===== config.mk =====
export PLATFORM = sky130hd
export DESIGN_NAME = riscv_core_muldiv_flat
export DESIGN_NICKNAME = d
export VERILOG_FILES = /design/src/rtl/riscv_core_muldiv_if.sv /design/src/rtl/riscv_core_muldiv.sv /design/src/flat_wrapper.sv
export SDC_FILE = /design/constraint.sdc
export NUM_CORES = 2
export LEC_CHECK = 0
export BUFFER_PORTS_ARGS = -buffer_cell sky130_fd_sc_hd__buf_2
export CAP_MARGIN = 25
export CORE_ASPECT_RATIO = 0.9
export CORE_UTILIZATION = 35
export DETAILED_ROUTE_END_ITERATION = 6
export SYNTH_ARGS = -nofsm -noshare
export SYNTH_HDL_FRONTEND = slang
export SYNTH_SLANG_ARGS = --single-unit

===== constraint.sdc =====
create_clock -name i_clk -period 39.6 [get_ports i_clk]
set_clock_uncertainty 0.15 [all_clocks]
set_input_delay 11.88 -clock i_clk [delete_from_list [all_inputs] [get_ports i_clk]]
set_output_delay 11.88 -clock i_clk [all_outputs]
set_load 0.01 [all_outputs]

===== src/rtl/riscv_core_muldiv_if.sv =====
// riscv_core_muldiv_if: request/result handshake bundle between the execute stage and the mul/div unit
interface riscv_core_muldiv_if #(parameter int XLEN = 64);
  logic            i_md_flush;
  logic            i_md_valid;
  logic            o_md_ready;
  logic [XLEN-1:0] i_md_srcA;
  logic [XLEN-1:0] i_md_srcB;
  logic [2:0]      i_md_control;
  logic            i_md_isword;
  logic            o_md_valid;
  logic            i_md_resready;
  logic [XLEN-1:0] o_md_result;
  logic            o_md_busy;
  modport master (
    output i_md_flush, i_md_valid, i_md_srcA, i_md_srcB, i_md_control, i_md_isword, i_md_resready,
    input  o_md_ready, o_md_valid, o_md_result, o_md_busy
  );
  modport slave (
    input  i_md_flush, i_md_valid, i_md_srcA, i_md_srcB, i_md_control, i_md_isword, i_md_resready,
    output o_md_ready, o_md_valid, o_md_result, o_md_busy
  );
endinterface


===== src/rtl/riscv_core_muldiv.sv =====
// riscv_core_muldiv: iterative RV64M multiply/divide, one bit per cycle, valid/ready on both sides
module riscv_core_muldiv #(parameter int XLEN = 64) (
  input logic i_clk,
  input logic i_rst,
  riscv_core_muldiv_if.slave md
);
  localparam int XW = 2 * XLEN;
  localparam bit WORD_OK = (XLEN == 64);
  typedef enum logic [1:0] {IDLE, CALC, DONE} state_t;
  state_t state;
  logic [2:0] op;
  logic wd, neg_q, neg_r, ready, valid, busy;
  logic [6:0] count;
  logic [XW-1:0] acc, mcand;
  logic [XLEN-1:0] sh, result;
  logic [2:0] ctl;
  logic in_wd, is_div, a_neg, b_neg, a_sgn, b_sgn, div_zero, ovf;
  logic [XLEN-1:0] mask, min_w, a_mag, b_mag, spec_res;
  logic top_bit, ge;
  logic [XLEN:0] trial, diff;
  logic [XW-1:0] acc_nx, mcand_nx, prod;
  logic [XLEN-1:0] sh_nx, quo, rem, fin, result_nx;
  // sign-extend the low word to XLEN when operating in word mode
  function automatic logic [XLEN-1:0] fit(input logic w, input logic [XLEN-1:0] x);
    return w ? XLEN'($signed(x[31:0])) : x;
  endfunction
  assign md.o_md_ready  = ready;
  assign md.o_md_valid  = valid;
  assign md.o_md_busy   = busy;
  assign md.o_md_result = result;
  // accept-side decode: signedness, magnitudes and division special cases
  always_comb begin
    ctl      = md.i_md_control;
    in_wd    = md.i_md_isword & WORD_OK;
    is_div   = ctl[2];
    mask     = in_wd ? XLEN'(32'hFFFF_FFFF) : '1;
    min_w    = in_wd ? XLEN'(32'h8000_0000) : {1'b1, {(XLEN-1){1'b0}}};
    a_neg    = in_wd ? md.i_md_srcA[31] : md.i_md_srcA[XLEN-1];
    b_neg    = in_wd ? md.i_md_srcB[31] : md.i_md_srcB[XLEN-1];
    a_sgn    = is_div ? !ctl[0] : (ctl[1:0] != 2'b11);
    b_sgn    = is_div ? !ctl[0] : !ctl[1];
    a_mag    = ((a_sgn & a_neg) ? -md.i_md_srcA : md.i_md_srcA) & mask;
    b_mag    = ((b_sgn & b_neg) ? -md.i_md_srcB : md.i_md_srcB) & mask;
    div_zero = is_div && ((md.i_md_srcB & mask) == '0);
    ovf      = is_div && !ctl[0] && ((md.i_md_srcA & mask) == min_w) && ((md.i_md_srcB & mask) == mask);
    spec_res = fit(in_wd, div_zero ? (ctl[1] ? md.i_md_srcA : '1) : (ctl[1] ? '0 : md.i_md_srcA));
  end
  // one iteration: shift-add for multiply, restoring step for divide, plus the final result select
  always_comb begin
    top_bit   = wd ? sh[31] : sh[XLEN-1];
    trial     = {acc[XLEN-1:0], top_bit};
    ge        = trial >= {1'b0, mcand[XLEN-1:0]};
    diff      = trial - {1'b0, mcand[XLEN-1:0]};
    acc_nx    = op[2] ? XW'(ge ? diff : trial) : (sh[0] ? acc + mcand : acc);
    sh_nx     = op[2] ? {sh[XLEN-2:0], ge} : sh >> 1;
    mcand_nx  = op[2] ? mcand : mcand << 1;
    prod      = neg_q ? -acc_nx : acc_nx;
    quo       = neg_q ? -sh_nx : sh_nx;
    rem       = neg_r ? -acc_nx[XLEN-1:0] : acc_nx[XLEN-1:0];
    fin       = op[2] ? (op[1] ? rem : quo) : ((op[1:0] == 2'b00 || wd) ? prod[XLEN-1:0] : prod[XW-1:XLEN]);
    result_nx = fit(wd, fin);
  end
  // control FSM and datapath registers; flush wins over a same-cycle accept
  always_ff @(posedge i_clk or posedge i_rst) begin
    if (i_rst) begin
      state  <= IDLE;
      op     <= '0;
      wd     <= 1'b0;
      neg_q  <= 1'b0;
      neg_r  <= 1'b0;
      count  <= '0;
      acc    <= '0;
      mcand  <= '0;
      sh     <= '0;
      result <= '0;
      ready  <= 1'b1;
      valid  <= 1'b0;
      busy   <= 1'b0;
    end else if (md.i_md_flush) begin
      state <= IDLE;
      ready <= 1'b1;
      valid <= 1'b0;
      busy  <= 1'b0;
    end else if (state == IDLE) begin
      if (md.i_md_valid) begin
        op    <= ctl;
        wd    <= in_wd;
        neg_q <= is_div ? (!ctl[0] & (a_neg ^ b_neg)) : ((a_sgn & a_neg) ^ (b_sgn & b_neg));
        neg_r <= !ctl[0] & a_neg;
        acc   <= '0;
        mcand <= is_div ? XW'(b_mag) : XW'(a_mag);
        sh    <= is_div ? a_mag : b_mag;
        count <= in_wd ? 7'd32 : 7'(XLEN);
        ready <= 1'b0;
        busy  <= 1'b1;
        if (div_zero || ovf) begin
          state  <= DONE;
          valid  <= 1'b1;
          result <= spec_res;
        end else begin
          state <= CALC;
        end
      end
    end else if (state == CALC) begin
      acc   <= acc_nx;
      sh    <= sh_nx;
      mcand <= mcand_nx;
      count <= count - 7'd1;
      if (count == 7'd1) begin
        state  <= DONE;
        valid  <= 1'b1;
        result <= result_nx;
      end
    end else if (md.i_md_resready) begin
      state <= IDLE;
      valid <= 1'b0;
      ready <= 1'b1;
      busy  <= 1'b0;
    end
  end
endmodule


===== src/flat_wrapper.sv =====
// flat-port wrapper written by rule: the top's interface ports become plain ports
module riscv_core_muldiv_flat 
#(parameter int XLEN = 64)
  (i_clk, i_rst, md_i_md_flush, md_i_md_valid, md_i_md_srcA, md_i_md_srcB, md_i_md_control, md_i_md_isword, md_i_md_resready, md_o_md_ready, md_o_md_valid, md_o_md_result, md_o_md_busy);
  riscv_core_muldiv_if #(.XLEN(XLEN)) md_i ();
  input logic i_clk;
  input logic i_rst;
  input wire logic [$bits(md_i.i_md_flush)-1:0] md_i_md_flush;
  input wire logic [$bits(md_i.i_md_valid)-1:0] md_i_md_valid;
  input wire logic [$bits(md_i.i_md_srcA)-1:0] md_i_md_srcA;
  input wire logic [$bits(md_i.i_md_srcB)-1:0] md_i_md_srcB;
  input wire logic [$bits(md_i.i_md_control)-1:0] md_i_md_control;
  input wire logic [$bits(md_i.i_md_isword)-1:0] md_i_md_isword;
  input wire logic [$bits(md_i.i_md_resready)-1:0] md_i_md_resready;
  output wire logic [$bits(md_i.o_md_ready)-1:0] md_o_md_ready;
  output wire logic [$bits(md_i.o_md_valid)-1:0] md_o_md_valid;
  output wire logic [$bits(md_i.o_md_result)-1:0] md_o_md_result;
  output wire logic [$bits(md_i.o_md_busy)-1:0] md_o_md_busy;
  assign md_i.i_md_flush = md_i_md_flush;
  assign md_i.i_md_valid = md_i_md_valid;
  assign md_i.i_md_srcA = md_i_md_srcA;
  assign md_i.i_md_srcB = md_i_md_srcB;
  assign md_i.i_md_control = md_i_md_control;
  assign md_i.i_md_isword = md_i_md_isword;
  assign md_i.i_md_resready = md_i_md_resready;
  assign md_o_md_ready = md_i.o_md_ready;
  assign md_o_md_valid = md_i.o_md_valid;
  assign md_o_md_result = md_i.o_md_result;
  assign md_o_md_busy = md_i.o_md_busy;
  riscv_core_muldiv #(.XLEN(XLEN)) u_core (.i_clk(i_clk), .i_rst(i_rst), .md(md_i));
endmodule

==> reports/metrics.yaml <==
clk_latency_ns: 0.72
syn_area_um2: 49890
placementRows: 131
cts_buffers: 56
grt_pass1_wl_um: 453100
min_path_cells: 1
crit_path_start_kind: "primary input"
rsz0062_at_grt: "false"
leakagePower_uw: 0.02131
final_nets: 7331
synth_seq_cells: 402
first_global_vias: 56120
power.density_nw_per_um2: 94.05
grt_antenna_before_repair: 35
drive_gt1_share_pct: 9.957
holdWs_ns: 0.3410
rrSetupSlack_ns: 29.56
drtPass1Iterations: 6
max_freq_mhz: 57.09
hold_violations: 0
syn_area_per_cell_um2: 7.075
totalWireLength_um: 329500
ys_types: 129
clockBufferDepth: 3
ctsResizeCount: 0
rr_worst_depth: 20
coreArea_um2: 141600
synth_top_family_by_area: "compound AO/OA/AOI/OAI gates"
grt_max_degree: 121
status: "completed"
grt_remaining_overflow: 0
clockRootBuffer: "clkbuf_16"
globalRouteTotalUtil_pct: 44.03
worstPathRequired_ns: 40.09
synthFlopType: "dfrtp_1"
synth_xor_xnor_area_share_pct: 5.899
clock_sinks: 402
synth_fp_nets: 7388
io_buffer_count: 203
vias: 62270
synthCells: 7051
ys_async_sr_fraction_pct: 100.0
start_util_pct: 35.23
cts.htree.levels: 2
worst_pin_slew_ns: 1.261
cp.arrival_ns: 18.01
relSlewSlack_pct: 13.73
instances_no_fill: 8915
min_period_ns: 17.52
die_w_um: 400.0
nFillCells: 15190
synth_fa_ha_area_share_pct: 5.488
initialDrtViolationCount: 8998
crit_path_end_kind: "flop"
synthSimpleGateAreaFrac_pct: 26.35
drc_errors: 0
clkTransAtPathRegs_ns: 0.07
min_path_type: "reg2reg"
ioPinCount: 204
area_delta_synth_final_pct: 10.16
cts-hold-fix-buffers: 0
synth_edf_count: 0
finalSetupTns_ns: 0
yosysWarnings: 0
synthMuxAreaShare_pct: 2.656
avgViaCountPerCell: 6.985
crit_type: "in2reg"
post-cts-setup-buffers: 0
tritoncts: "yes"
wire_per_inst_um: 36.96
gp_congestion: 1.099
synth_compound_area_share_pct: 33.97
place_inst: 8790
drv_slew: 0
min_period_over_period_pct: 44.23
cap_viol_max_count: 0
ys_seq_area_share_pct: 20.17
peakVddDrop_v: 0.00004456
die_h_um: 360.2
finalSetupViolations: 0
die_area_um2: 144100
critPathMaxFanout: 73
drtAntennaViolNets: 0
dpl.hpwl_um: 262500
## per-layer routing
layer	track usage (%)	share of wire, %
met4	19.81	5.6
met1	60.42	41
met3	14.40	13
met2	61.75	40
met5	0	0.11
## layout by cell type, fill, tap and decap left out, types with 56 or more instances in the layout
| master | count |
|---|---|
| nor4_1 | 77 |
| ha_1 | 198 |
| o21ai_0 | 593 |
| a21oi_1 | 699 |
| nand3_1 | 145 |
| xor2_1 | 157 |
| o31ai_1 | 80 |
| inv_1 | 137 |
| buf_4 | 191 |
| nor3_1 | 251 |
| or3_1 | 104 |
| nand2_1 | 811 |
| nand4_1 | 165 |
| buf_2 | 206 |
| xnor2_1 | 179 |
| a31oi_1 | 97 |
| o221ai_1 | 82 |
| nor2_1 | 749 |
| a211oi_1 | 150 |
| clkbuf_16 | 56 |
| dfrtp_1 | 397 |
| a21o_1 | 74 |
| a22o_1 | 120 |
| nand2b_1 | 56 |
| o211ai_1 | 98 |
| mux2i_1 | 102 |
## power by group
part           total, uW  leakage (uW)  switching (uW)  internal, uW
Combinational       3740        0.0151            2710          1030
Sequential           843       0.00517             313           531
Clock                584      0.000995             235           349
## worst paths after layout
kind / startpoint / to
setup / recovery: md_i_md_srcA[15] / u_core.md.o_md_result[35]$_DFFE_PP0P_
hold / removal: u_core.md.o_md_result[3]$_DFFE_PP0P_ / u_core.md.o_md_result[3]$_DFFE_PP0P_
setup reg to reg: u_core.mcand[34]$_DFFE_PP0P_ / u_core.md.o_md_result[16]$_DFFE_PP0P_
hold reg to reg: u_core.md.o_md_result[3]$_DFFE_PP0P_ / u_core.md.o_md_result[3]$_DFFE_PP0P_
max in group asynchronous: i_rst / u_core.acc[81]$_DFFE_PP0P_
min in group asynchronous: i_rst / u_core.acc[21]$_DFFE_PP0P_
## sequential cells by signal (all words and copies together) (netlist names)
signal and cells:
u_core.acc 128, u_core.md.o_md_valid 1, u_core.md.o_md_ready 1, u_core.sh 64
u_core.wd 1, u_core.count 7, u_core.md.o_md_result 64, u_core.state 2
u_core.neg_r 1, u_core.op 3, u_core.neg_q 1, u_core.md.o_md_busy 1
u_core.mcand 128
## Yosys cell counts, drive strengths merged, types with 154 or more instances
cell	number	area (um2)
nor3	258	1328
a211oi	155	1191
ha	198	2477
o21ai	621	3146
a21oi	704	3538
nor2	757	2851
nand4	168	1096
buf	154	804.5
xor2	157	1375
dfrtp	401	10030
nand2	819	3092
clkbuf	368	1386
xnor2	179	1568
## cell families after synthesis
logic type,Yosys count
xor gates and xnor gates,336
AOI/OAI and AO/OA,2580
muxes,129
adders and majority gates,222
and+or+nand+nor,2717
DFF,402
buffers and inverters,665
## critical path, cell delays in order
cell	delay [ns]
buf_2	0.12
or3_1	0.42
nor4_1	0.41
or3b_1	0.46
nor4_1	0.43
nand2b_1	0.23
or3b_2	0.50
or2_2	0.32
nor4_1	0.87
nor3_1	0.22
a211oi_4	0.26
buf_4	0.27
buf_4	0.68
nor2_1	0.13
a2111oi_0	0.40
o21ai_0	0.18
o21ai_1	0.14
## layout make-up
type                            count  area, um2  area share (%)
Antenna cell                       13      32.53         0.05920
Clock buffer                       75       1563           2.844
Clock inverter                     29      486.7          0.8857
Inverter                          143      546.8          0.9950
Multi-Input combinational cell   5984      37300           67.87
Sequential cell                   402      10070           18.33
Tap cell                         1862       2330           4.239
Timing Repair Buffer              407       2626           4.779
## metrics by stage
step	power [uW]	setup WS (ns)	utilization [%]	cell area, um2
4_1_cts	4940	22.38	38.72	54840
3_3_place_gp	4350	21.72	37.21	52700
6_report	5168	22.08	38.81	54950
2_1_floorplan	2702	16.39	-	49890
5_1_grt	5271	21.96	38.78	54920
3_5_place_dp	4339	21.63	37.27	52790
No activity file was read; power rests on OpenSTA's default activity.
